## src/rtl/axi_stream_wr_master_pkg.sv

```systemverilog
// Shared AXI encodings and FSM state type for the stream-to-AXI write master.
package axi_stream_wr_master_pkg;

    typedef enum logic [1:0] {
        IDLE = 2'd0,
        ADDR = 2'd1,
        DATA = 2'd2,
        RESP = 2'd3
    } state_t;

    typedef enum logic [1:0] {
        BURST_FIXED = 2'b00,
        BURST_INCR  = 2'b01,
        BURST_WRAP  = 2'b10
    } burst_t;

    typedef enum logic [1:0] {
        RESP_OKAY   = 2'b00,
        RESP_EXOKAY = 2'b01,
        RESP_SLVERR = 2'b10,
        RESP_DECERR = 2'b11
    } resp_t;

    localparam logic [3:0] AWCACHE_DEFAULT = 4'b0011;
    localparam logic [2:0] AWPROT_DEFAULT  = 3'b000;

endpackage

```

## src/rtl/axi_stream_wr_master_burst_len_calc.sv

```systemverilog
// Beats for the next burst: min(remaining, MAX_BURST_LEN[, words left before the 4 KB line]).
// Macro AXI_WR_MASTER_4K_SPLIT_EN adds the 4 KB boundary cap.
module axi_burst_len_calc #(
    parameter int ADDR_WIDTH    = 16,
    parameter int LEN_WIDTH     = 16,
    parameter int STRB_WIDTH    = 4,
    parameter int MAX_BURST_LEN = 256
) (
    input  logic [ADDR_WIDTH-1:0] addr,
    input  logic [LEN_WIDTH-1:0]  remaining,
    output logic [LEN_WIDTH-1:0]  beats
);

    localparam int SIZE = $clog2(STRB_WIDTH);

`ifdef AXI_WR_MASTER_4K_SPLIT_EN
    logic [12:0]          bytes_to_4k;
    logic [LEN_WIDTH-1:0] words_to_4k;

    assign bytes_to_4k = 13'h1000 - {1'b0, addr[11:0]};
    assign words_to_4k = LEN_WIDTH'(bytes_to_4k >> SIZE);

    always_comb begin
        beats = remaining;
        if (beats > LEN_WIDTH'(MAX_BURST_LEN))
            beats = LEN_WIDTH'(MAX_BURST_LEN);
        if (beats > words_to_4k)
            beats = words_to_4k;
    end
`else
    logic unused_addr;
    assign unused_addr = ^addr;

    always_comb begin
        beats = remaining;
        if (beats > LEN_WIDTH'(MAX_BURST_LEN))
            beats = LEN_WIDTH'(MAX_BURST_LEN);
    end
`endif

endmodule

```

## src/rtl/axi_stream_wr_master.sv

```systemverilog
// Writes a valid/ready word stream to memory as AXI4 INCR bursts, one burst outstanding at a time.
// Optional 4 KB burst splitting via AXI_WR_MASTER_4K_SPLIT_EN (see axi_burst_len_calc).
//
// state | meaning
// IDLE  | waiting for a command; len==0 completes here without AXI traffic
// ADDR  | awvalid held with the burst address/length until awready
// DATA  | stream passed straight through to W; wlast on the final beat
// RESP  | bready high; on B either issue the next burst or finish the command
module axi_stream_wr_master
    import axi_stream_wr_master_pkg::*;
#(
    parameter int DATA_WIDTH    = 32,
    parameter int ADDR_WIDTH    = 16,
    parameter int STRB_WIDTH    = DATA_WIDTH / 8,
    parameter int ID_WIDTH      = 8,
    parameter int AWID          = 0,
    parameter int LEN_WIDTH     = 16,
    parameter int MAX_BURST_LEN = 256
) (
    input  logic                  clk,
    input  logic                  rst,
    input  logic [ADDR_WIDTH-1:0] s_cmd_addr,
    input  logic [LEN_WIDTH-1:0]  s_cmd_len,
    input  logic                  s_cmd_valid,
    output logic                  s_cmd_ready,
    input  logic [DATA_WIDTH-1:0] s_data_tdata,
    input  logic                  s_data_tvalid,
    output logic                  s_data_tready,
    output logic [ID_WIDTH-1:0]   m_axi_awid,
    output logic [ADDR_WIDTH-1:0] m_axi_awaddr,
    output logic [7:0]            m_axi_awlen,
    output logic [2:0]            m_axi_awsize,
    output logic [1:0]            m_axi_awburst,
    output logic                  m_axi_awlock,
    output logic [3:0]            m_axi_awcache,
    output logic [2:0]            m_axi_awprot,
    output logic                  m_axi_awvalid,
    input  logic                  m_axi_awready,
    output logic [DATA_WIDTH-1:0] m_axi_wdata,
    output logic [STRB_WIDTH-1:0] m_axi_wstrb,
    output logic                  m_axi_wlast,
    output logic                  m_axi_wvalid,
    input  logic                  m_axi_wready,
    input  logic [ID_WIDTH-1:0]   m_axi_bid,
    input  logic [1:0]            m_axi_bresp,
    input  logic                  m_axi_bvalid,
    output logic                  m_axi_bready,
    output logic                  busy,
    output logic                  done,
    output logic                  error
);

    localparam int SIZE = $clog2(STRB_WIDTH);
    localparam logic [ADDR_WIDTH-1:0] ALIGN_MASK = ADDR_WIDTH'(STRB_WIDTH - 1);

    state_t                state, state_nxt;
    logic [ADDR_WIDTH-1:0] addr_q;
    logic [LEN_WIDTH-1:0]  remaining_q;
    logic [LEN_WIDTH-1:0]  beats;
    logic [7:0]            beat_cnt;
    logic                  err_sticky;
    logic                  done_q;
    logic                  error_q;
    logic                  busy_q;
    logic                  rdy_en;

    logic cmd_hs, w_hs, b_err, last_burst;
    logic unused_bid;

    assign unused_bid = ^m_axi_bid;

    assign cmd_hs     = s_cmd_valid && s_cmd_ready;
    assign w_hs       = m_axi_wvalid && m_axi_wready;
    assign b_err      = (m_axi_bresp != RESP_OKAY);
    assign last_burst = (remaining_q == beats);

    axi_burst_len_calc #(
        .ADDR_WIDTH    (ADDR_WIDTH),
        .LEN_WIDTH     (LEN_WIDTH),
        .STRB_WIDTH    (STRB_WIDTH),
        .MAX_BURST_LEN (MAX_BURST_LEN)
    ) u_len_calc (
        .addr      (addr_q),
        .remaining (remaining_q),
        .beats     (beats)
    );

    always_ff @(posedge clk) begin
        if (rst)
            state <= IDLE;
        else
            state <= state_nxt;
    end

    always_comb begin
        state_nxt = state;
        case (state)
            IDLE: if (cmd_hs && s_cmd_len != '0) state_nxt = ADDR;
            ADDR: if (m_axi_awready) state_nxt = DATA;
            DATA: if (w_hs && beat_cnt == 8'd0) state_nxt = RESP;
            RESP: if (m_axi_bvalid) state_nxt = last_burst ? IDLE : ADDR;
            default: state_nxt = IDLE;
        endcase
    end

    always_comb begin
        s_cmd_ready   = 1'b0;
        m_axi_awvalid = 1'b0;
        m_axi_wvalid  = 1'b0;
        m_axi_wlast   = 1'b0;
        s_data_tready = 1'b0;
        m_axi_bready  = 1'b0;
        case (state)
            // ready is withheld on the done cycle and until the first clock after reset
            IDLE: s_cmd_ready = rdy_en && !done_q;
            ADDR: m_axi_awvalid = 1'b1;
            DATA: begin
                m_axi_wvalid  = s_data_tvalid;
                s_data_tready = m_axi_wready;
                m_axi_wlast   = (beat_cnt == 8'd0);
            end
            RESP: m_axi_bready = 1'b1;
            default: ;
        endcase
    end

    assign m_axi_awid    = ID_WIDTH'(AWID);
    assign m_axi_awaddr  = addr_q;
    assign m_axi_awlen   = 8'(beats - LEN_WIDTH'(1));
    assign m_axi_awsize  = 3'(SIZE);
    assign m_axi_awburst = BURST_INCR;
    assign m_axi_awlock  = 1'b0;
    assign m_axi_awcache = AWCACHE_DEFAULT;
    assign m_axi_awprot  = AWPROT_DEFAULT;
    assign m_axi_wdata   = s_data_tdata;
    assign m_axi_wstrb   = '1;

    assign busy  = busy_q;
    assign done  = done_q;
    assign error = error_q;

    always_ff @(posedge clk) begin
        if (rst) begin
            addr_q      <= '0;
            remaining_q <= '0;
            beat_cnt    <= '0;
            err_sticky  <= 1'b0;
            done_q      <= 1'b0;
            error_q     <= 1'b0;
            busy_q      <= 1'b0;
            rdy_en      <= 1'b0;
        end else begin
            rdy_en  <= 1'b1;
            done_q  <= 1'b0;
            error_q <= 1'b0;
            case (state)
                IDLE: if (cmd_hs) begin
                    addr_q      <= s_cmd_addr & ~ALIGN_MASK;
                    remaining_q <= s_cmd_len;
                    err_sticky  <= 1'b0;
                    if (s_cmd_len == '0)
                        done_q <= 1'b1;
                    else
                        busy_q <= 1'b1;
                end
                ADDR: if (m_axi_awready)
                    beat_cnt <= 8'(beats - LEN_WIDTH'(1));
                DATA: if (w_hs)
                    beat_cnt <= beat_cnt - 8'd1;
                RESP: if (m_axi_bvalid) begin
                    err_sticky  <= err_sticky | b_err;
                    remaining_q <= remaining_q - beats;
                    addr_q      <= addr_q + (ADDR_WIDTH'(beats) << SIZE);
                    if (last_burst) begin
                        done_q  <= 1'b1;
                        error_q <= err_sticky | b_err;
                        busy_q  <= 1'b0;
                    end
                end
                default: ;
            endcase
        end
    end

endmodule

```

## config.mk

```make
export PLATFORM = sky130hd
export DESIGN_NAME = axi_stream_wr_master
export DESIGN_NICKNAME = d
export VERILOG_FILES = /design/src/rtl/axi_stream_wr_master_pkg.sv /design/src/rtl/axi_stream_wr_master_burst_len_calc.sv /design/src/rtl/axi_stream_wr_master.sv
export SDC_FILE = /design/constraint.sdc
export NUM_CORES = 1
export LEC_CHECK = 0
export BUFFER_PORTS_ARGS = -buffer_cell sky130_fd_sc_hd__buf_2
export CORE_MARGIN = 2
export CORE_UTILIZATION = 46
export CTS_BUF_LIST = sky130_fd_sc_hd__clkbuf_4 sky130_fd_sc_hd__clkbuf_8 sky130_fd_sc_hd__clkbuf_16
export DETAILED_ROUTE_END_ITERATION = 8
export PLACE_DENSITY_LB_ADDON = 0.2
export SLEW_MARGIN = 20
export SYNTH_ARGS = -nofsm -noshare
export SYNTH_HDL_FRONTEND = slang
export SYNTH_SLANG_ARGS = --single-unit
```

## constraint.sdc

```tcl
create_clock -name clk -period 5.2 [get_ports clk]
set_clock_uncertainty 0.2 [all_clocks]
set_input_delay 0.52 -clock clk [delete_from_list [all_inputs] [get_ports clk]]
set_output_delay 0.52 -clock clk [all_outputs]
set_load 0.1 [all_outputs]
```

==> qor.yml <==
status:
  outcome: "finished, final reports clean"
floorplan:
  num_rows: 32
  io_pins: 171
  die_h_um: 94.1
  die_w_um: 94.1
  initial_core_util: 0.479
  coreArea_um2: 7810
  die_area_um2: 8860
layout:
  diodes: 0
  multi_input_area_um2: 2330
  final_common_cell: "buf_2"
  regArea_um2: 901
  drive_gt1_frac: 0.193
  finalInstanceArea_um2: 3920
  final_util: 0.502
  fill_cells: 804
  final_cell_mix: "buf_2, nor2_1, dfxtp_1"
  nNetsFinal: 614
  synthToLayoutAreaGrowth_pct: 4.92
setup_path:
  critPathRequiredTime_ns: 5.23
  cp_max_fo: 13
  worst_setup_path_start_kind: "register"
  arrival_ns: 4.33
  crit_chain: "nor4_1 -> and3_1 -> and2_4 -> nand2_1 -> inv_1 -> ha_1 -> a211oi_1 -> o21ai_0 -> a21o_1 -> o2111ai_1 -> nand2_1 -> or4b_2 -> o211ai_1"
  path_class: "reg2reg"
  cp_slowest_stage_delay_ns: 0.65
  crit_top_cell: "nand2_1"
  cpMaxStageDelayCell: "nor4_1"
  end_kind: "register"
cts:
  clk_latency_ns: 0.31
  cts-root-buf: "clkbuf_8"
  ctsHoldBuffers: 0
  htree_levels: 2
  path_clk_slew_ns: 0.09
  cts_num_sinks: 45
  cts_buffers: 5
  cts.path.max_buffers: 2
  cts_tree: "done"
  cts_setup_buffers: 0
  cts-resized-gates: 0
timing:
  post-route-min-period_ns: 4.30
  setup_slack_ns: 0.897
  rsz0062_at_grt: "false"
  hold_viol: 0
  slew_headroom: 0.390
  finalSetupViolCount: 0
  fmax_ghz: 0.232
  final.setup.tns_ns: 0
  finalCritPeriodShare: 0.827
  drv_slew: 0
  tightest_slew_ns: 0.915
placed_design:
  postPlaceCellArea_um2: 3800
  gp_congestion: 0.845
  place_ws_ns: 1.01
  hpwl_mm: 6.88
  portBuffers: 69
global_routing:
  grt_use_met1: 0.303
  grt.busiest_layer: "met2"
  grt_use_total: 0.211
  grt_pass1_vias: 3057
  grt_max_degree: 44
  grt_antenna_before_repair: 0
  use_met3: 0.0329
  grt_pass1_wl_mm: 14.9
  use_met2: 0.325
  grt-ovfl-total: 0
route:
  via_per_inst: 5.63
  firstDrtPassIters: 4
  detail_route.drc_violations: 0
  wl_per_cell_um: 15.1
  vias: 3467
  finalWirelength_mm: 9.32
  drtAntennaViolNets: 0
  drtIter0Drc: 146
power_and_ir_drop:
  p_leak_uw: 0.00171
  power.density_nw_per_um2: 782
  power_uw: 3060
  ir_worst_vdd_v: 0.000270
yosys:
  yosysSeqAreaShare: 0.241
  synth_area_leaders: "dfxtp_1, buf_4, ha_1"
  synth_edf_count: 0
  synthFlopType: "dfxtp_1"
  ys_warn_count: 0
  avgSynthCellArea_um2: 7.64
  synth_cells: 489
  yosysTopAreaCell: "dfxtp_1"
  synth-seq-cells: 45
  synth_top_area_frac: 0.241
  syn_area_um2: 3740
  ys_types: 67
  async_reset_ff_frac: 0
flow_run:
  maxCapViolCount: 0
worst_hold_path:
  hold_path_class: "in2reg"
cell type report:
cell class / instances / area share
multi-input cells: 369 / 0.594
inverters: 19 / 0.0182
flip-flops and latches: 45 / 0.230
clock buffers: 5 / 0.0176
well taps: 102 / 0.0326
repair buffers: 73 / 0.0958
clock inverters: 3 / 0.0118
metrics by stage:
| step | cells | hold WS (ns) |
|---|---|---|
| after floorplan | 519 | 0.287 |
| after global placement | 608 | 0.269 |
| after detailed placement | 608 | 0.280 |
| after CTS | 616 | 0.286 |
| after global routing | 616 | 0.299 |
| final | 616 | 0.286 |
worst max-delay path, delay by kind of cell (launching register included):
| family | cells | cell delay [ns] |
|---|---|---|
| AOI/OAI and AO/OA | 5 | 1.03 |
| and+or+nand+nor | 6 | 2.27 |
| adders and majority gates | 1 | 0.25 |
| buffers and inverters | 1 | 0.12 |
| DFF | 1 | 0.37 |
per-layer routing:
metal | share of wire | wire length [µm] | vias up
li1 | - | - | 1730
met1 | 0.48 | 4510 | 1614
met2 | 0.45 | 4190 | 110
met3 | 0.059 | 547 | 13
met4 | 0.0073 | 68 | 0
met5 | 0 | 0 | -
worst paths after layout:
kind                         from          endpoint  slack, ns  depth (start not counted)
hold reg to reg   m_axi_awaddr[4]   m_axi_awaddr[4]       0.29                          2
setup / recovery   remaining_q[9]  m_axi_awaddr[15]       0.90                         13
setup reg to reg   remaining_q[9]  m_axi_awaddr[15]       0.90                         13
hold / removal       s_cmd_len[3]    remaining_q[3]       0.29                          3
cell usage after synthesis (all sizes together) (3+ instances only):
master,n
nor4,7
or3,6
o2111ai,3
o31ai,6
dfxtp,45
a211o,3
mux2i,8
nand3,18
nor3b,3
nand2,33
or2,4
ha,19
a21o,3
o21ai,25
a2bb2oi,3
xnor2,9
nor3,6
a22oi,10
o22ai,5
buf,64
o211ai,5
and3,8
inv,19
and2,5
xor2,3
nor2,50
a311oi,4
clkbuf,22
a211oi,18
a21oi,34
state kept, by name, indices dropped and copies added (netlist names):
name	cells
error	1
busy	1
m_axi_awaddr	14
beat_cnt	8
done	1
rdy_en	1
remaining_q	16
err_sticky	1
state	2
kinds of logic (layout without fill, tap and decap cells):
family	after synthesis	in the layout	share of synthesized area
fa+ha+maj	22	22	0.0743
mux	9	9	0.0244
buf+inv	105	100	0.168
xor+xnor	12	12	0.0281
simple gates	153	153	0.202
compound gates	141	141	0.261
flops	45	45	0.241
other cells	2	32	0.00201
report_power, final:
group	internal, µW	leakage [µW]	switching, µW
combinational	585	0.00129	1600
clock	144	0.0000543	134
sequential	460	0.000371	138
total	1190	0.00171	1880
Power figures use the tool's default switching activity.
